<file path="config.mk">
export PLATFORM = sky130hd
export DESIGN_NAME = fetch_ctrl
export DESIGN_NICKNAME = d
export VERILOG_FILES = /design/src/rtl/fetch_ctrl.sv
export SDC_FILE = /design/constraint.sdc
export NUM_CORES = 1
export LEC_CHECK = 0
export CORE_MARGIN = 3
export CORE_UTILIZATION = 44
export DETAILED_ROUTE_END_ITERATION = 7
export PLACE_DENSITY = 0.87
export SKIP_CTS_REPAIR_TIMING = 1
export SLEW_MARGIN = 30
export SYNTH_ARGS = -nofsm -noshare
export SYNTH_HDL_FRONTEND = slang
export SYNTH_SLANG_ARGS = --single-unit
export TNS_END_PERCENT = 50
</file>
<file path="constraint.sdc">
create_clock -name clk_i -period 3.3 [get_ports clk_i]
set_input_delay 0.495 -clock clk_i [delete_from_list [all_inputs] [get_ports clk_i]]
set_output_delay 0.495 -clock clk_i [all_outputs]
set_load 0.05 [all_outputs]
</file>
<file path="src/rtl/fetch_ctrl.sv">
// fetch_ctrl -- instruction-fetch sequencer.
//
// Owns the PC, issues one imem request per instruction, waits for the
// response and presents instruction + PC to decode with a valid/stall
// handshake. Branch/jump redirects replace the PC and kill any fetch
// still in flight (the old request still answers; its data is dropped).
//
// Ports
//   clk_i          in   1   clock, rising edge
//   rst_i          in   1   asynchronous reset, active-high
//   stall_i        in   1   decode not ready; hold delivered instruction
//   redirect_i     in   1   take redirect_pc_i as next fetch address
//   redirect_pc_i  in   32  redirect target, bits [1:0] forced to 00
//   imem_req_o     out  1   one-cycle fetch request pulse
//   imem_addr_o    out  32  fetch address while imem_req_o=1, else 0
//   imem_rvalid_i  in   1   imem response valid
//   imem_rdata_i   in   32  imem response data
//   inst_valid_o   out  1   inst_o/pc_o valid for decode
//   inst_o         out  32  fetched instruction
//   pc_o           out  32  PC of inst_o
//   pc_four_o      out  32  pc_o + 4
//   inst_cnt_o     out  32  instructions accepted by decode

// add -- PC incrementer (pc_i + 4, wraps mod 2^32).
module add (
  input  logic [31:0] pc_i,
  output logic [31:0] pc_four_o
);
  assign pc_four_o = pc_i + 32'd4;
endmodule

module fetch_ctrl #(
  parameter logic [31:0] RESET_PC = 32'h0000_0000
) (
  input  logic        clk_i,
  input  logic        rst_i,
  input  logic        stall_i,
  input  logic        redirect_i,
  input  logic [31:0] redirect_pc_i,
  output logic        imem_req_o,
  output logic [31:0] imem_addr_o,
  input  logic        imem_rvalid_i,
  input  logic [31:0] imem_rdata_i,
  output logic        inst_valid_o,
  output logic [31:0] inst_o,
  output logic [31:0] pc_o,
  output logic [31:0] pc_four_o,
  output logic [31:0] inst_cnt_o
);

  typedef enum logic [1:0] {
    S_BOOT    = 2'd0,
    S_FETCH   = 2'd1,
    S_WAIT    = 2'd2,
    S_DELIVER = 2'd3
  } state_t;

  localparam logic [31:0] RESET_PC_ALIGNED = {RESET_PC[31:2], 2'b00};

  state_t      state_reg, state_next;
  logic [31:0] pc_reg, pc_next;
  logic [31:0] inst_reg, inst_next;
  logic [31:0] cnt_reg, cnt_next;
  // Set when the outstanding request was overtaken by a redirect; its
  // response must be swallowed rather than delivered.
  logic        kill_reg, kill_next;

  logic [31:0] target;
  logic [31:0] pc_plus4;
  logic [1:0]  unused_target_lsbs;

  assign target             = {redirect_pc_i[31:2], 2'b00};
  assign unused_target_lsbs = redirect_pc_i[1:0];

  add u_add (
    .pc_i      (pc_reg),
    .pc_four_o (pc_plus4)
  );

  always_ff @(posedge clk_i or posedge rst_i) begin
    if (rst_i) begin
      state_reg <= S_BOOT;
      pc_reg    <= RESET_PC_ALIGNED;
      inst_reg  <= 32'd0;
      cnt_reg   <= 32'd0;
      kill_reg  <= 1'b0;
    end else begin
      state_reg <= state_next;
      pc_reg    <= pc_next;
      inst_reg  <= inst_next;
      cnt_reg   <= cnt_next;
      kill_reg  <= kill_next;
    end
  end

  always_comb begin
    state_next = state_reg;
    pc_next    = pc_reg;
    inst_next  = inst_reg;
    cnt_next   = cnt_reg;
    kill_next  = kill_reg;

    case (state_reg)
      S_BOOT: begin
        // Any response still arriving from before reset is ignored here.
        state_next = S_FETCH;
      end

      S_FETCH: begin
        // A response seen now can only belong to an earlier request.
        state_next = S_WAIT;
        if (redirect_i) begin
          pc_next   = target;
          kill_next = 1'b1;
        end
      end

      S_WAIT: begin
        if (imem_rvalid_i) begin
          if (kill_reg || redirect_i) begin
            kill_next  = 1'b0;
            state_next = S_FETCH;
            if (redirect_i) begin
              pc_next = target;
            end
          end else begin
            inst_next  = imem_rdata_i;
            state_next = S_DELIVER;
          end
        end else if (redirect_i) begin
          pc_next   = target;
          kill_next = 1'b1;
        end
      end

      S_DELIVER: begin
        // Redirect wins over stall; a redirected instruction is not counted.
        if (redirect_i) begin
          pc_next    = target;
          state_next = S_FETCH;
        end else if (!stall_i) begin
          cnt_next   = cnt_reg + 32'd1;
          pc_next    = pc_plus4;
          state_next = S_FETCH;
        end
      end

      default: begin
        state_next = S_BOOT;
      end
    endcase
  end

  assign imem_req_o   = (state_reg == S_FETCH);
  assign imem_addr_o  = (state_reg == S_FETCH) ? pc_reg : 32'd0;
  assign inst_valid_o = (state_reg == S_DELIVER);
  assign inst_o       = inst_reg;
  assign pc_o         = pc_reg;
  assign pc_four_o    = pc_plus4;
  assign inst_cnt_o   = cnt_reg;

endmodule
</file>
==> results.py <==
metrics = {
    "floorplan": {
        "core_um2": 12300,
        "start_util_pct": 45.8,
        "fp.dieH_um": 119,
        "rows": 40,
        "ios": 231,
        "die-area_um2": 14200,
        "fp.dieW_um": 119,
    },
    "power": {
        "p_leak_nw": 3.45,
        "finalPower_mw": 8.85,
        "peakVddDrop_mv": 0.751,
        "pwr_density_cell_nw_per_um2": 1050,
    },
    "routing": {
        "first_pass_iters": 5,
        "m1WireLength_um": 6660,
        "drtIter0Drc": 414,
        "route.vias.total": 5179,
        "route.met3.wl_um": 832,
        "drc": 0,
        "wirelength_um": 16800,
        "routed-wl-met2_um": 8800,
        "routed.top_layer": "met4",
        "ant_nets": 0,
        "wl_per_cell_um": 17.7,
        "vias_per_cell": 5.46,
    },
    "sta": {
        "finalCritPeriodShare_pct": 95.2,
        "hold_viol": 0,
        "rsz0062_at_grt": "no",
        "min_period_ns": 3.14,
        "fin_setup_tns_ns": 0,
        "maxSlewHeadroom_pct": 45.0,
        "worst_pin_slew_ns": 0.824,
        "setup_viol_count_final": 0,
        "timing.fmax_mhz": 318,
        "skew_ns": 0.0103,
        "drv_slew": 0,
        "fin_ws_ns": 0.159,
    },
    "worst_setup_path": {
        "setup.worst_path.end": "pc_four_o[10]",
        "slowest_delay_ns": 0.82,
        "cp.required_ns": 2.80,
        "timing.rr.end": "pc_o[23]",
        "cp.arrival_ns": 2.65,
        "crit_type": "flip-flop to output pin",
        "cp_cell_sequence": "ha_1, nand3_1, or2_2, xnor2_1, clkdlybuf4s50_1",
        "r2r_cells": 6,
        "crit_start": "pc_o[2]",
        "reg2reg_from": "state_reg[0]",
        "cpMaxStageDelayCell": "clkdlybuf4s50_1",
        "crit_fanout": 6,
        "reg2reg_slack_ns": 0.92,
        "setup.worst_path.end_class": "output pin",
        "startpoint_type": "flip-flop",
    },
    "logic_synthesis": {
        "synth_top_family_by_area": "simple AND/OR/NAND/NOR gates",
        "yosys_most_used_dff": "dfrtp_1",
        "netlist_top_cells_area": "dfrtp_1, xnor2_1, mux2_2",
        "synth_compound_area_share_pct": 8.84,
        "syn-cell-area_um2": 5620,
        "post_synth.cell_area_avg_um2": 9.79,
        "synth_edf_count": 0,
        "ys_seq_area_share_pct": 43.2,
        "synth_most_common_cell": "dfrtp_1",
        "yosysTopAreaCellShare_pct": 43.2,
        "synthMuxAreaShare_pct": 9.20,
        "yosysWarnings": 0,
        "synth.largest_area_cell": "dfrtp_1",
        "synth-xor-area-share_pct": 8.88,
        "synthSimpleGateAreaFrac_pct": 22.9,
        "netlist-cell-type-count": 57,
        "synth_common_cells": "dfrtp_1, nand2_1, xnor2_1, and2_1, mux2_2",
        "synth_cells": 574,
        "synth-seq-cells": 97,
        "synth_adder_area_share_pct": 1.56,
        "ys_async_sr_fraction_pct": 100,
    },
    "cells_and_area": {
        "antennaDiodeCount": 0,
        "fin_nets": 852,
        "multi_input_area_um2": 2970,
        "seqCellArea_um2": 2430,
        "drive_gt1_share_pct": 13.6,
        "n_fill_cell": 884,
        "fin_cells": 948,
        "syn_to_final_growth_pct": 50.0,
    },
    "place": {
        "post-dp-hpwl_um": 12200,
        "dp_slack_ns": 0.359,
        "portBuffers": 222,
        "dp_cells": 931,
        "gp_routability_congestion": 0.876,
    },
    "clock_network": {
        "clockBufferDepth": 2,
        "clk_pin_slew_ns": 0.07,
        "cts_max_level": 3,
        "cts.sinks": 97,
        "numCtsBuffers": 9,
        "cts_tree": "built",
        "clock_latency_ns": 0.34,
        "cts_root_buf": "clkbuf_16",
    },
    "flow_run": {
        "drv_cap": 0,
    },
    "grt": {
        "gr-total-overflow": 0,
        "grt_max_degree": 54,
        "grt_pass1_wl_um": 27600,
        "antenna_found_initial": 0,
        "track_usage_pct": 23.7,
        "grt_pass1_vias": 5232,
    },
    "min_path": {
        "worstHoldPathType": "flip-flop to flip-flop",
    },
    "outcome": {
        "outcome": "finished clean",
    },
}
## how the worst min path moves through the flow
| stage | depth (start not counted) | start | slack [ns] | to |
|---|---|---|---|---|
| after floorplan | 2 | kill_reg | 0.51 | kill_reg |
| after global placement | 1 | inst_cnt_o[31] | 0.46 | inst_cnt_o[31] |
| after detailed placement | 1 | inst_cnt_o[31] | 0.47 | inst_cnt_o[31] |
| after CTS | 1 | inst_cnt_o[31] | 0.48 | inst_cnt_o[31] |
| after global routing | 1 | inst_cnt_o[31] | 0.51 | inst_cnt_o[31] |
| final | 1 | inst_cnt_o[31] | 0.48 | inst_cnt_o[31] |
## worst max-delay path: cells and delay by family (launching register included)
family / cells / cell delay (ns)
fa+ha+maj: 1 / 0.28
simple gates: 2 / 0.58
flops: 1 / 0.48
buf+inv: 1 / 0.82
xor+xnor: 1 / 0.14
## report_power, final
| group | internal [mW] | switching [mW] | total (mW) |
|---|---|---|---|
| Combinational | 2.09 | 3.77 | 5.85 |
| Clock | 0.510 | 0.467 | 0.977 |
| Sequential | 1.51 | 0.509 | 2.02 |
| Total | 4.11 | 4.74 | 8.85 |
## placed cells by master, fill, tap and decap left out, types with 8 or more instances in the layout
cell type	instances
buf_4	18
and3_1	8
clkdlybuf4s50_1	202
a21oi_1	14
mux2_2	37
o211ai_1	12
xor2_1	9
buf_12	15
nand2_1	50
nand3_1	23
mux2i_1	10
nor2_1	19
clkbuf_16	9
nor4_1	8
and2_1	43
o21ai_0	11
dfrtp_1	97
nand4_1	30
xnor2_1	47
inv_1	13
## stage by stage
step | util (%) | hold WS [ns] | cell area, µm²
after floorplan | - | 0.513 | 5650
after global placement | 66.2 | 0.462 | 8120
after detailed placement | 66.2 | 0.472 | 8120
after CTS | 68.4 | 0.484 | 8390
after global routing | 68.7 | 0.511 | 8430
final | 68.7 | 0.485 | 8430
## metal layers
layer	vias up	track usage [%]
met2	200	41.7
met5	-	0
met3	36	3.80
met1	2524	28.9
met4	0	9.41
li1	2419	-
## kinds of logic (layout without fill, tap and decap cells)
family | Yosys count | after routing
AND/OR/NAND/NOR | 228 | 228
adder cells (fa/ha/maj) | 7 | 7
XOR/XNOR | 57 | 57
AO/OA/AOI/OAI | 71 | 71
flip-flops | 97 | 97
buffers and inverters | 66 | 267
multiplexers | 47 | 47
other | 1 | 6
## cell type report
| cell class | instances | area share (%) |
|---|---|---|
| clock buffers | 9 | 2.67 |
| multi-input cells | 416 | 35.2 |
| inverters | 14 | 0.653 |
| well taps | 168 | 2.49 |
| flip-flops and latches | 97 | 28.8 |
| clock inverters | 6 | 0.520 |
| repair buffers | 238 | 29.6 |
No activity file was read; power rests on OpenSTA's default activity.
